### config.mk
export PLATFORM = sky130hd
export DESIGN_NAME = conv_frame_encoder
export DESIGN_NICKNAME = d
export VERILOG_FILES = /design/src/rtl/conv_frame_encoder_pkg.sv /design/src/rtl/conv_parity_unit.sv /design/src/rtl/conv_frame_encoder.sv
export SDC_FILE = /design/constraint.sdc
export NUM_CORES = 1
export LEC_CHECK = 0
export CORE_ASPECT_RATIO = 0.6
export CORE_MARGIN = 8
export CORE_UTILIZATION = 37
export CTS_CLUSTER_DIAMETER = 40
export CTS_CLUSTER_SIZE = 40
export DETAILED_ROUTE_END_ITERATION = 7
export PLACE_DENSITY = 0.71
export SYNTH_ARGS = -nofsm -noshare
export SYNTH_HDL_FRONTEND = slang
export SYNTH_SLANG_ARGS = --single-unit
export TNS_END_PERCENT = 5
### constraint.sdc
create_clock -name clk -period 2.1 [get_ports clk]
set_clock_uncertainty 0.1 [all_clocks]
set_input_delay 0.42 -clock clk [delete_from_list [all_inputs] [get_ports clk]]
set_output_delay 0.42 -clock clk [all_outputs]
set_load 0.03 [all_outputs]
### src/rtl/conv_frame_encoder_pkg.sv
// conv_frame_encoder_pkg: FSM state encoding and width helper shared by the encoder and decoder
package conv_frame_encoder_pkg;

    typedef enum logic [1:0] {IDLE, DATA, TAIL, FLUSH} enc_state_t;

    function automatic int clog2(input int v);
        int r;
        r = 0;
        while ((1 << r) < v) r++;
        return (r < 1) ? 1 : r;
    endfunction

endpackage

### src/rtl/conv_parity_unit.sv
// conv_parity_unit: one parity bit per generator over the current input window
module conv_parity_unit #(
    parameter int n = 2,
    parameter int m = 4
) (
    input  logic [m-1:0]        w,
    input  logic [n-1:0][m-1:0] gens,
    output logic [0:n-1]        parity
);

    // each output bit is the XOR of the window bits tapped by its generator
    always_comb begin
        parity = '0;
        for (int j = 0; j < n; j++) parity[j] = ^(gens[j] & w);
    end

endmodule

### src/rtl/conv_frame_encoder.sv
// conv_frame_encoder: framed convolutional encoder with zero tail and one-deep output register
module conv_frame_encoder
    import conv_frame_encoder_pkg::*;
#(
    parameter int n = 2,
    parameter int k = 1,
    parameter int m = 4,
    parameter int L = 7
) (
    input  logic                  clk,
    input  logic                  reset,
    input  logic                  load,
    input  logic [clog2(n)-1:0]   gen_address,
    input  logic [m-1:0]          gen_data,
    input  logic                  start,
    input  logic                  in_valid,
    output logic                  in_ready,
    input  logic [0:k-1]          in_bits,
    output logic                  out_valid,
    input  logic                  out_ready,
    output logic [0:n-1]          encoded,
    output logic                  frame_start,
    output logic                  busy
);

    localparam int T  = (m - k) / k;
    localparam int D  = L - T;
    localparam int CW = clog2(L + 1);
    localparam logic [CW-1:0] D_LAST = CW'(D - 1);
    localparam logic [CW-1:0] L_LAST = CW'(L - 1);

    enc_state_t          st;
    logic [m-k-1:0]      shift;
    logic [CW-1:0]       cnt;
    logic [n-1:0][m-1:0] gens;
    logic                room, accept, tail_go, step;
    logic [0:k-1]        data_bits;
    logic [m-1:0]        w;
    logic [0:n-1]        parity;

    assign room      = !out_valid || out_ready;
    assign in_ready  = (st == DATA) && room;
    assign accept    = in_ready && in_valid;
    assign tail_go   = (st == TAIL) && room;
    assign step      = accept || tail_go;
    assign data_bits = (st == TAIL) ? '0 : in_bits;
    assign w         = {data_bits, shift};
    assign busy      = st != IDLE;

    conv_parity_unit #(.n(n), .m(m)) u_parity (
        .w      (w),
        .gens   (gens),
        .parity (parity)
    );

    // frame sequencing, generator writes, shift state and the output register slice
    always_ff @(posedge clk or negedge reset) begin
        if (!reset) begin
            st          <= IDLE;
            shift       <= '0;
            cnt         <= '0;
            gens        <= '0;
            out_valid   <= 1'b0;
            encoded     <= '0;
            frame_start <= 1'b0;
        end else begin
            frame_start <= 1'b0;
            if (step) begin
                out_valid <= 1'b1;
                encoded   <= parity;
                shift     <= w[m-1:k];
                cnt       <= cnt + 1'b1;
            end else if (out_ready) begin
                out_valid <= 1'b0;
            end
            case (st)
                IDLE: begin
                    if (load) begin
                        if (int'(gen_address) < n) gens[gen_address] <= gen_data;
                    end else if (start) begin
                        shift       <= '0;
                        cnt         <= '0;
                        frame_start <= 1'b1;
                        st          <= DATA;
                    end
                end
                DATA:    if (accept && cnt == D_LAST) st <= TAIL;
                TAIL:    if (tail_go && cnt == L_LAST) st <= FLUSH;
                FLUSH:   if (out_valid && out_ready) st <= IDLE;
                default: st <= IDLE;
            endcase
        end
    end

endmodule

==> impl_metrics.py <==
metrics = {
    "global_route": {
        "grt_pass1_vias": 771,
        "grt_max_degree": 21,
        "overflow": 0,
        "antenna_found_initial": 0,
        "grt_pass1_wl_um": 3650,
        "gr-usage-all-layers": 0.0937,
    },
    "placed_design": {
        "place.gp.congestion": 0.729,
        "port_buffers": 17,
        "dp_hpwl_um": 1610,
    },
    "drt": {
        "post_drt_via_cell_ratio": 4.81,
        "wl_um": 2030,
        "vias": 717,
        "drc": 0,
        "routedWlPerCell_um": 13.6,
        "antenna_left": 0,
        "drt_first_pass_iters": 4,
        "drtIter0Drc": 45,
    },
    "cells_and_area": {
        "final_util": 0.483,
        "multi_input_comb_area_um2": 508,
        "final_cell_mix": "dfrtp_1 (20), clkdlybuf4s50_1 (15), nor2_1 (9), mux2_2 (9)",
        "syn2layout_area_growth_pct": 28.9,
        "fin_nets": 136,
        "fillCellCount": 250,
        "seqCellArea_um2": 500,
        "diodes": 0,
        "final_common_cell": "dfrtp_1",
        "drive_gt1_frac": 0.183,
    },
    "logic_synthesis": {
        "postSynthCellCount": 91,
        "ys_types": 19,
        "syn_area_um2": 1030,
        "ys_seq_elements": 20,
        "yosys_warnings": 0,
        "syn_avg_cell_area_um2": 11.4,
        "syn_nets": 111,
        "ys_seq_area_frac": 0.484,
    },
    "worst_setup_path": {
        "ff2ff_setup_slack_ps": 330,
        "reg2reg_depth": 5,
        "path_class": "input port to output pin",
        "crit_required_ps": 1580,
        "cp_max_fo": 4,
        "crit_path_end_kind": "output pin",
        "crit_start": "out_ready",
        "crit_arrival_ps": 1460,
        "endpoint": "in_ready",
        "r2r_end": "st[1]",
        "timing.rr.start": "st[1]",
        "start_kind": "input port",
    },
    "clock_tree": {
        "cts_tree": "yes",
        "htreeDepth": 1,
        "clk_pin_slew_ps": 80,
        "clk_path_buf_depth": 2,
        "cts_root_buffer": "clkbuf_8",
        "postCtsSetupBuffers": 0,
        "clk_latency_ps": 260,
        "clock-sinks": 20,
        "cts_buffers": 3,
    },
    "floorplanning": {
        "die_area_um2": 4800,
        "die_height_um": 57.0,
        "start_util": 0.375,
        "core_um2": 2760,
        "boundaryPins": 18,
        "num_rows": 15,
        "die_w_um": 84.3,
    },
    "flow_run": {
        "max-cap-violations": 0,
    },
    "timing": {
        "max_freq_mhz": 505,
        "rsz0062_at_grt": "no",
        "timing.final.crit_period_ps": 1980,
        "finalSetupViolations": 0,
        "worst_pin_slew_ps": 446,
        "period_share": 0.943,
        "final-hold-violation-count": 0,
        "relSlewSlack": 0.701,
        "maxSlewViolCount": 0,
    },
    "pwr": {
        "finalPower_w": 0.00207,
        "ir_drop_mv": 0.458,
        "powerDensity_nw_per_um2": 1550,
        "p_leak_nw": 0.609,
    },
    "worst_hold_path": {
        "hold_path.class": "input port to asynchronous set/reset pin",
    },
    "status": {
        "status": "completed",
    },
}
metrics by stage:
stage	worst slack [ps]	std cells	hold slack (ps)	area (um2)	setup TNS (ps)
finish	120	149	395	1330	0
global route	71.9	149	421	1330	0
CTS	70.0	149	403	1340	0
detailed placement	-21.2	145	396	1270	-21.2
global placement	26.7	145	398	1270	0
floorplan	372	91	24.4	1030	0
sequential cells by signal, indices dropped and copies added, names as in the netlist:
signal,count
shift,3
out_valid,1
cnt,3
st,2
encoded,2
frame_start,1
gens,8
cell type report:
type	instances	area share
clock buffers	3	0.0310
clock inverters	1	0.0225
flip-flops and latches	20	0.375
well taps	34	0.0319
repair buffers	20	0.139
inverters	7	0.0197
multi-input cells	64	0.381
cell families after synthesis:
kind of cell | synth area share
simple gates | 0.138
buf+inv | 0.0254
flops | 0.484
compound gates | 0.0460
fa+ha+maj | 0.0967
xor+xnor | 0.0593
mux | 0.151
report_power, final:
part	internal [W]	switching, W
Combinational	0.000492	0.000493
Sequential	0.000576	0.000128
Clock	0.000254	0.000131
Total	0.00132	0.000752
worst min path at each step:
stage | start | end | slack [ps] | cells after the start
3_3_place_gp | gens[3] | gens[3] | 400 | 1
6_report | reset | encoded[0] | 400 | 2
2_1_floorplan | reset | cnt[0] | 20 | 0
3_5_place_dp | gens[4] | gens[4] | 400 | 1
5_1_grt | reset | shift[2] | 420 | 2
4_1_cts | reset | encoded[1] | 400 | 2
worst max-delay path, stage by stage:
cell and delay, ps:
clkdlybuf4s50_1 510, nand2b_1 180, and2_1 180, buf_4 170
per-layer routing:
metal  wire, um  track usage  part of all wire
met1        975        0.122              0.48
met5          0            0                 0
met3         84       0.0341             0.041
met4         23       0.0244             0.011
met2        943        0.143              0.47
cell usage after synthesis:
| cell | instances | area [um2] |
|---|---|---|
| mux2_4 | 1 | 15.0 |
| a22o_1 | 1 | 8.76 |
| nor2_1 | 9 | 33.8 |
| a21oi_1 | 4 | 20.0 |
| nand4b_1 | 1 | 8.76 |
| nand2_1 | 8 | 30.0 |
| nand3b_1 | 3 | 22.5 |
| mux2i_1 | 4 | 40.0 |
| inv_1 | 7 | 26.3 |
| a221o_1 | 1 | 10.0 |
| a21oi_2 | 1 | 8.76 |
| and2_1 | 1 | 6.26 |
| xnor2_1 | 7 | 61.3 |
| nand2b_1 | 2 | 12.5 |
| mux2_2 | 9 | 101 |
| nand2b_4 | 1 | 13.8 |
| ha_1 | 8 | 100 |
| nand3_1 | 3 | 15.0 |
| dfrtp_1 | 20 | 500 |
repair_timing:
item | CTS | global route
hold buffers | 0 | 0
setup endpoints to repair | 1 | 1
resized for setup | 1 | 2
pin swaps | 0 | 0
Note: power is estimated with default switching activity, not from simulation.
